[src/rtl/serial_pkg.sv]
// serial_pkg: shared constants and state encoding for the serial frame controller.
// Contents: STATE_W state width, PRE_W prescaler width, IDLE_LVL idle line level, state_t FSM encoding.
package serial_pkg;
    localparam int STATE_W = 3;
    localparam int PRE_W = 4;
    localparam logic IDLE_LVL = 1'b1;
    typedef enum logic [STATE_W-1:0] {
        IDLE   = 3'd0,
        START  = 3'd1,
        DATA   = 3'd2,
        PARITY = 3'd3,
        STOP   = 3'd4
    } state_t;
endpackage

[src/rtl/serial_frame_ctrl_if.sv]
// serial_frame_ctrl_if: transmit handshake and status bundle of the serial frame controller.
// Signals: tx_data/tx_valid (requester -> controller), tx_ready/tx_out/busy/baud_tick/done (controller -> requester).
// Modports: master = requester side, slave = controller side.
interface serial_frame_ctrl_if #(parameter int DATA_W = 8) ();
    logic [DATA_W-1:0] tx_data;
    logic              tx_valid;
    logic              tx_ready;
    logic              tx_out;
    logic              busy;
    logic              baud_tick;
    logic              done;
    modport master (output tx_data, tx_valid, input tx_ready, tx_out, busy, baud_tick, done);
    modport slave  (input tx_data, tx_valid, output tx_ready, tx_out, busy, baud_tick, done);
endinterface

[src/rtl/baud_prescaler.sv]
// baud_prescaler: 4-bit 0..PRESCALE-1 bit-period counter with enable.
// Ports: clk, rst (sync, active-low), en (count enable; clears when low),
//        cnt (current count), tick (registered, high while cnt == PRESCALE-1).
module baud_prescaler
    import serial_pkg::*;
#(
    parameter int PRESCALE = 10
) (
    input  logic             clk,
    input  logic             rst,
    input  logic             en,
    output logic [PRE_W-1:0] cnt,
    output logic             tick
);
    localparam logic [PRE_W-1:0] LAST = PRE_W'(PRESCALE - 1);
    // tick is registered one count early so it lines up with cnt == LAST
    always_ff @(posedge clk) begin
        if (!rst) begin
            cnt  <= '0;
            tick <= 1'b0;
        end else begin
            cnt  <= (en && cnt != LAST) ? cnt + 1'b1 : '0;
            tick <= en && (cnt == LAST - 1'b1);
        end
    end
endmodule

[src/rtl/serial_frame_ctrl.sv]
// serial_frame_ctrl: transmit frame sequencer, LSB-first start/data/[parity]/stop serializer.
// Ports: clk, rst (sync, active-low), bus (serial_frame_ctrl_if.slave: tx_data, tx_valid,
//        tx_ready, tx_out, busy, baud_tick, done).
// Option: define SERIAL_FRAME_PARITY_EN to insert an even-parity bit between data and stop.
module serial_frame_ctrl
    import serial_pkg::*;
#(
    parameter int DATA_W    = 8,
    parameter int PRESCALE  = 10,
    parameter int STOP_BITS = 1
) (
    input logic                clk,
    input logic                rst,
    serial_frame_ctrl_if.slave bus
);
    if (DATA_W < 5 || DATA_W > 8 || PRESCALE < 2 || PRESCALE > 16 ||
        (STOP_BITS != 1 && STOP_BITS != 2)) begin : g_bad_param
        $error("serial_frame_ctrl: illegal DATA_W/PRESCALE/STOP_BITS");
    end

    localparam logic [2:0]       LAST_D   = 3'(DATA_W - 1);
    localparam logic [2:0]       LAST_S   = 3'(STOP_BITS - 1);
    localparam logic [PRE_W-1:0] PRE_DONE = PRE_W'(PRESCALE - 2);

    state_t            state, state_d;
    logic [DATA_W-1:0] shift, shift_d;
    logic [2:0]        idx, idx_d;
    logic [PRE_W-1:0]  cnt;
    logic              tick, hs, post_data;
    logic              tx_out_q, tx_out_d, ready_q, busy_q, done_q, done_d;

    assign hs = ready_q && bus.tx_valid;

`ifdef SERIAL_FRAME_PARITY_EN
    localparam state_t AFTER_DATA = PARITY;
    logic par;
    always_ff @(posedge clk) begin
        if (!rst) par <= 1'b0;
        else if (hs) par <= ^bus.tx_data;
    end
    assign post_data = par;
`else
    localparam state_t AFTER_DATA = STOP;
    assign post_data = IDLE_LVL;
`endif

    baud_prescaler #(.PRESCALE(PRESCALE)) u_pre (
        .clk  (clk),
        .rst  (rst),
        .en   (state != IDLE),
        .cnt  (cnt),
        .tick (tick)
    );

    always_ff @(posedge clk) begin
        if (!rst) begin
            state    <= IDLE;
            shift    <= '0;
            idx      <= '0;
            tx_out_q <= IDLE_LVL;
            ready_q  <= 1'b1;
            busy_q   <= 1'b0;
            done_q   <= 1'b0;
        end else begin
            state    <= state_d;
            shift    <= shift_d;
            idx      <= idx_d;
            tx_out_q <= tx_out_d;
            ready_q  <= state_d == IDLE;
            busy_q   <= state_d != IDLE;
            done_q   <= done_d;
        end
    end

    always_comb begin
        state_d = state;
        case (state)
            IDLE:    state_d = hs ? START : IDLE;
            START:   state_d = tick ? DATA : START;
            DATA:    state_d = (tick && idx == LAST_D) ? AFTER_DATA : DATA;
            PARITY:  state_d = tick ? STOP : PARITY;
            STOP:    state_d = (tick && idx == LAST_S) ? IDLE : STOP;
            default: state_d = IDLE;
        endcase
    end

    // shift[0] is the bit on the line during DATA, so the next data bit is shift[1];
    // done is registered one count ahead so it coincides with the final stop-bit tick
    always_comb begin
        shift_d  = hs ? bus.tx_data : (state == DATA && tick) ? shift >> 1 : shift;
        idx_d    = (state_d != state) ? '0 : tick ? idx + 1'b1 : idx;
        tx_out_d = hs ? 1'b0 : !tick ? tx_out_q : (state == START) ? shift[0] :
                   (state == DATA && state_d == DATA) ? shift[1] :
                   (state == DATA) ? post_data : IDLE_LVL;
        done_d   = state == STOP && idx == LAST_S && cnt == PRE_DONE;
    end

    assign bus.tx_out    = tx_out_q;
    assign bus.tx_ready  = ready_q;
    assign bus.busy      = busy_q;
    assign bus.done      = done_q;
    assign bus.baud_tick = tick;
endmodule
[src/flat_wrapper.sv]
// flat-port wrapper written by rule: the top's interface ports become plain ports
module serial_frame_ctrl_flat import serial_pkg::*;
#(
    parameter int DATA_W    = 8,
    parameter int PRESCALE  = 10,
    parameter int STOP_BITS = 1
)
  (clk, rst, bus_tx_data, bus_tx_valid, bus_tx_ready, bus_tx_out, bus_busy, bus_baud_tick, bus_done);
  serial_frame_ctrl_if #(.DATA_W(DATA_W)) bus_i ();
  input logic clk;
  input logic rst;
  input wire logic [$bits(bus_i.tx_data)-1:0] bus_tx_data;
  input wire logic [$bits(bus_i.tx_valid)-1:0] bus_tx_valid;
  output wire logic [$bits(bus_i.tx_ready)-1:0] bus_tx_ready;
  output wire logic [$bits(bus_i.tx_out)-1:0] bus_tx_out;
  output wire logic [$bits(bus_i.busy)-1:0] bus_busy;
  output wire logic [$bits(bus_i.baud_tick)-1:0] bus_baud_tick;
  output wire logic [$bits(bus_i.done)-1:0] bus_done;
  assign bus_i.tx_data = bus_tx_data;
  assign bus_i.tx_valid = bus_tx_valid;
  assign bus_tx_ready = bus_i.tx_ready;
  assign bus_tx_out = bus_i.tx_out;
  assign bus_busy = bus_i.busy;
  assign bus_baud_tick = bus_i.baud_tick;
  assign bus_done = bus_i.done;
  serial_frame_ctrl #(.DATA_W(DATA_W), .PRESCALE(PRESCALE), .STOP_BITS(STOP_BITS)) u_core (.clk(clk), .rst(rst), .bus(bus_i));
endmodule
[config.mk]
export PLATFORM = sky130hd
export DESIGN_NAME = serial_frame_ctrl_flat
export DESIGN_NICKNAME = d
export VERILOG_FILES = /design/src/rtl/serial_pkg.sv /design/src/rtl/serial_frame_ctrl_if.sv /design/src/rtl/baud_prescaler.sv /design/src/rtl/serial_frame_ctrl.sv /design/src/flat_wrapper.sv
export SDC_FILE = /design/constraint.sdc
export NUM_CORES = 1
export LEC_CHECK = 0
export CAP_MARGIN = 20
export CORE_MARGIN = 5
export CORE_UTILIZATION = 47
export DETAILED_ROUTE_END_ITERATION = 10
export HOLD_SLACK_MARGIN = 0.02
export PLACE_DENSITY = 0.85
export SYNTH_ARGS = -nofsm -noshare
export SYNTH_HDL_FRONTEND = slang
export SYNTH_HIERARCHICAL = 1
export SYNTH_SLANG_ARGS = --single-unit
export TNS_END_PERCENT = 5
[constraint.sdc]
create_clock -name clk -period 1.6 [get_ports clk]
set_clock_uncertainty 0.15 [all_clocks]
set_input_delay 0.4 -clock clk [delete_from_list [all_inputs] [get_ports clk]]
set_output_delay 0.4 -clock clk [all_outputs]
set_load 0.05 [all_outputs]
==> results.py <==
metrics = {
    "status": {
        "status": "finished with violations",
        "violations": "setup timing",
    },
    "timing": {
        "hold_violations": 0,
        "layout_setup_ws_ns": -0.0145,
        "rsz0062_at_grt": "true",
        "finalMaxSlewViolations": 0,
        "fin_crit_ns": 1.61,
        "slew_headroom_pct": 79.1,
        "finalSetupViolations": 1,
        "finalCritPeriodShare_pct": 101,
        "finalSetupTns_ns": -0.0145,
        "tightest_slew_ns": 0.313,
        "fmax_mhz": 619,
        "timing.hold.ws_ns": 0.352,
    },
    "placed_design": {
        "numPortBuffers": 15,
        "hpwl_um": 1720,
        "placed_cell_area_mm2": 0.00137,
        "place.gp.congestion": 0.756,
        "post-place-ws_ns": -0.0973,
    },
    "power": {
        "ir_drop_mv": 0.470,
        "powerDensity_mw_per_mm2": 706,
        "p_leak_nw": 0.542,
        "p_switching_mw": 0.278,
        "seq_power_share_pct": 58.6,
        "internal-power_mw": 0.788,
        "power_frac_clock_pct": 24.6,
        "switching_share_pct": 26.1,
        "pwr-share-comb_pct": 16.8,
    },
    "synth": {
        "yosys_warnings": 6,
        "seq_area_frac_synth_pct": 42.9,
        "yosys_register_bits": 23,
        "syn_nets": 131,
        "synth.avg_cell_area_um2": 9.42,
        "synth_area_leaders": "dfxtp_1 (43%), mux2i_1 (8.4%), ha_1 (7.0%)",
        "synth_cell_types": 33,
        "syn-cell-area_mm2": 0.00107,
        "synthCells": 114,
        "synth_top_area_cell": "dfxtp_1",
        "synth_top_area_share_pct": 42.9,
    },
    "cells_and_area": {
        "final_common_cell": "dfxtp_1",
        "drive_above_1_share_pct": 29.9,
        "diodes": 0,
        "nets": 162,
        "final_area_mm2": 0.00151,
        "final_cell_mix": "dfxtp_1 (20), buf_4 (15), o21ai_0 (11)",
        "fin_util_pct": 68.9,
        "area_delta_synth_final_pct": 40.7,
    },
    "floorplanning": {
        "die-area_mm2": 0.00334,
        "die_x_um": 57.8,
        "core-area_mm2": 0.00219,
        "die_h_um": 57.8,
        "rows": 17,
        "pin_count": 16,
        "initial_core_util_pct": 49.0,
    },
    "setup_path": {
        "critPathSlowestCell": "or4b_4",
        "cp.arrival_ns": 1.68,
        "required_ns": 1.66,
        "worstRegToRegCells": 5,
        "crit_path_end_kind": "flip-flop",
        "critPathMaxFanout": 2,
        "path_class": "reg2reg",
        "cp_cell_sequence": "ha_4 -> ha_4 -> or4b_4 -> a21oi_2 -> o21ai_1",
        "cpPeakStageDelay_ns": 0.48,
        "worstReg2RegEnd": "u_core/bus.tx_out$_SDFFE_PN1P_",
        "cpMostUsedCell": "ha_4",
        "regToRegSetupSlack_ns": -0.01,
        "start_kind": "flip-flop",
        "r2r_start": "u_core/idx[1]$_SDFFE_PP0P_",
    },
    "worst_hold_path": {
        "holdPathStages": 2,
        "worstHoldStart": "u_core/shift[7]$_SDFFE_PN0P_",
        "holdPathEnd": "u_core/shift[7]$_SDFFE_PN0P_",
        "min_path_type": "reg2reg",
    },
    "route": {
        "vias": 916,
        "viasPerCell": 5.33,
        "drc": 0,
        "drt-pass1-iter-count": 4,
        "drtIter0Drc": 19,
        "ant_nets": 0,
        "drt_wl_total_um": 2360,
        "wire_per_inst_um": 13.7,
    },
    "cts": {
        "worstSkewPairLatency_ns": 0.31,
        "numCtsBuffers": 3,
        "clock-root-buffer": "clkbuf_4",
        "clk_pin_slew_ns": 0.12,
        "cts.path.max_buffers": 2,
        "h-tree-depth": 1,
        "cts.sinks": 23,
        "tritoncts": "done",
    },
    "global_routing": {
        "grt_usage_pct": 15.2,
        "grt_max_degree": 17,
        "grt_pass1_vias": 922,
        "gr-total-overflow": 0,
        "antenna_found_initial": 0,
        "grt_pass1_wl_um": 3950,
    },
    "run": {
        "drv_cap": 0,
    },
}
## registers in the layout, indices dropped and copies added, names as in the netlist
register,flops
u_core/bus.tx_out,1
u_core/u_pre/tick,1
u_core/idx,3
u_core/bus.tx_ready,1
u_core/shift,8
u_core/state,3
u_core/bus.busy,1
u_core/u_pre/cnt,4
u_core/bus.done,1
## per-stage QoR
stage | power (mW) | std cells
after global routing | 1.13 | 172
after detailed placement | 0.809 | 165
final | 1.07 | 172
after floorplan | 0.720 | 114
after CTS | 1.07 | 170
after global placement | 0.802 | 165
## worst max-delay path by stage
stage / from / endpoint / slack, ns
2_1_floorplan: u_core/idx[0]$_SDFFE_PP0P_ / u_core/bus.tx_out$_SDFFE_PN1P_ / -0.03
3_3_place_gp: rst / u_core/idx[1]$_SDFFE_PP0P_ / -0.06
3_5_place_dp: u_core/idx[0]$_SDFFE_PP0P_ / u_core/bus.tx_out$_SDFFE_PN1P_ / -0.1
4_1_cts: u_core/idx[1]$_SDFFE_PP0P_ / u_core/bus.tx_out$_SDFFE_PN1P_ / -0.04
5_1_grt: u_core/idx[1]$_SDFFE_PP0P_ / u_core/bus.tx_out$_SDFFE_PN1P_ / -0.06
6_report: u_core/idx[1]$_SDFFE_PP0P_ / u_core/bus.tx_out$_SDFFE_PN1P_ / -0.01
## metal layers
layer,vias up,share of wire (%),global-route usage (%)
met2,17,51,26.6
li1,466,-,-
met5,-,0,0
met1,429,42,17.3
met4,0,2.3,6.62
met3,4,5.3,4.01
## logic make-up after synthesis
family	Yosys count	share of synthesized area [%]
compound gates	26	13.1
xor+xnor	3	2.45
fa+ha+maj	6	6.99
buf+inv	10	4.90
flops	23	42.9
mux	9	8.39
simple gates	37	21.3
## critical path, delay by kind of cell (launching register included)
kind | cells | cell delay [ns]
adder cells (fa/ha/maj) | 2 | 0.31
AND/OR/NAND/NOR | 1 | 0.48
AO/OA/AOI/OAI | 2 | 0.20
flip-flops | 1 | 0.37
## synth_stat cells
library cell / count
a21boi_0: 1
a21boi_1: 1
a21oi_1: 10
and2_1: 1
and3_1: 2
and4bb_2: 1
buf_4: 2
buf_6: 1
clkbuf_1: 2
dfxtp_1: 23
ha_1: 6
inv_1: 5
mux2i_1: 9
nand2_1: 4
nand2b_1: 2
nand3_1: 1
nand3_2: 1
nand3b_1: 5
nand4b_1: 1
nor2_1: 9
nor2b_1: 1
nor3b_1: 1
nor4_1: 4
o211ai_1: 1
o21a_1: 1
o21ai_0: 11
o21ai_1: 1
or2_2: 1
or3_4: 1
or3b_2: 1
or4b_1: 1
xnor2_1: 2
xor2_1: 1
## timing repair
item                                    in CTS  in global routing
endpoints found under the hold margin        0                  0
gates resized for setup                     13                  6
hold buffers                                 0                  0
setup buffers                                1                  2
pin swaps                                    3                  7
endpoints found under the setup margin       4                  5
## power by group through the flow
stage,combinational [mW],sequential (mW),clock [mW]
finish,0.179,0.625,0.262
global route,0.193,0.630,0.307
CTS,0.173,0.626,0.273
detailed placement,0.170,0.639,0
global placement,0.166,0.636,0
floorplan,0.0707,0.649,0
## cell type report
| type | count | area, um^2 |
|---|---|---|
| inverters | 5 | 18.8 |
| fillers | 161 | 681 |
| multi-input cells | 81 | 638 |
| repair buffers | 31 | 324 |
| well taps | 28 | 35.0 |
| flip-flops and latches | 23 | 467 |
| clock inverters | 1 | 5.00 |
| clock buffers | 3 | 22.5 |
(Power assumes the default switching activity.)
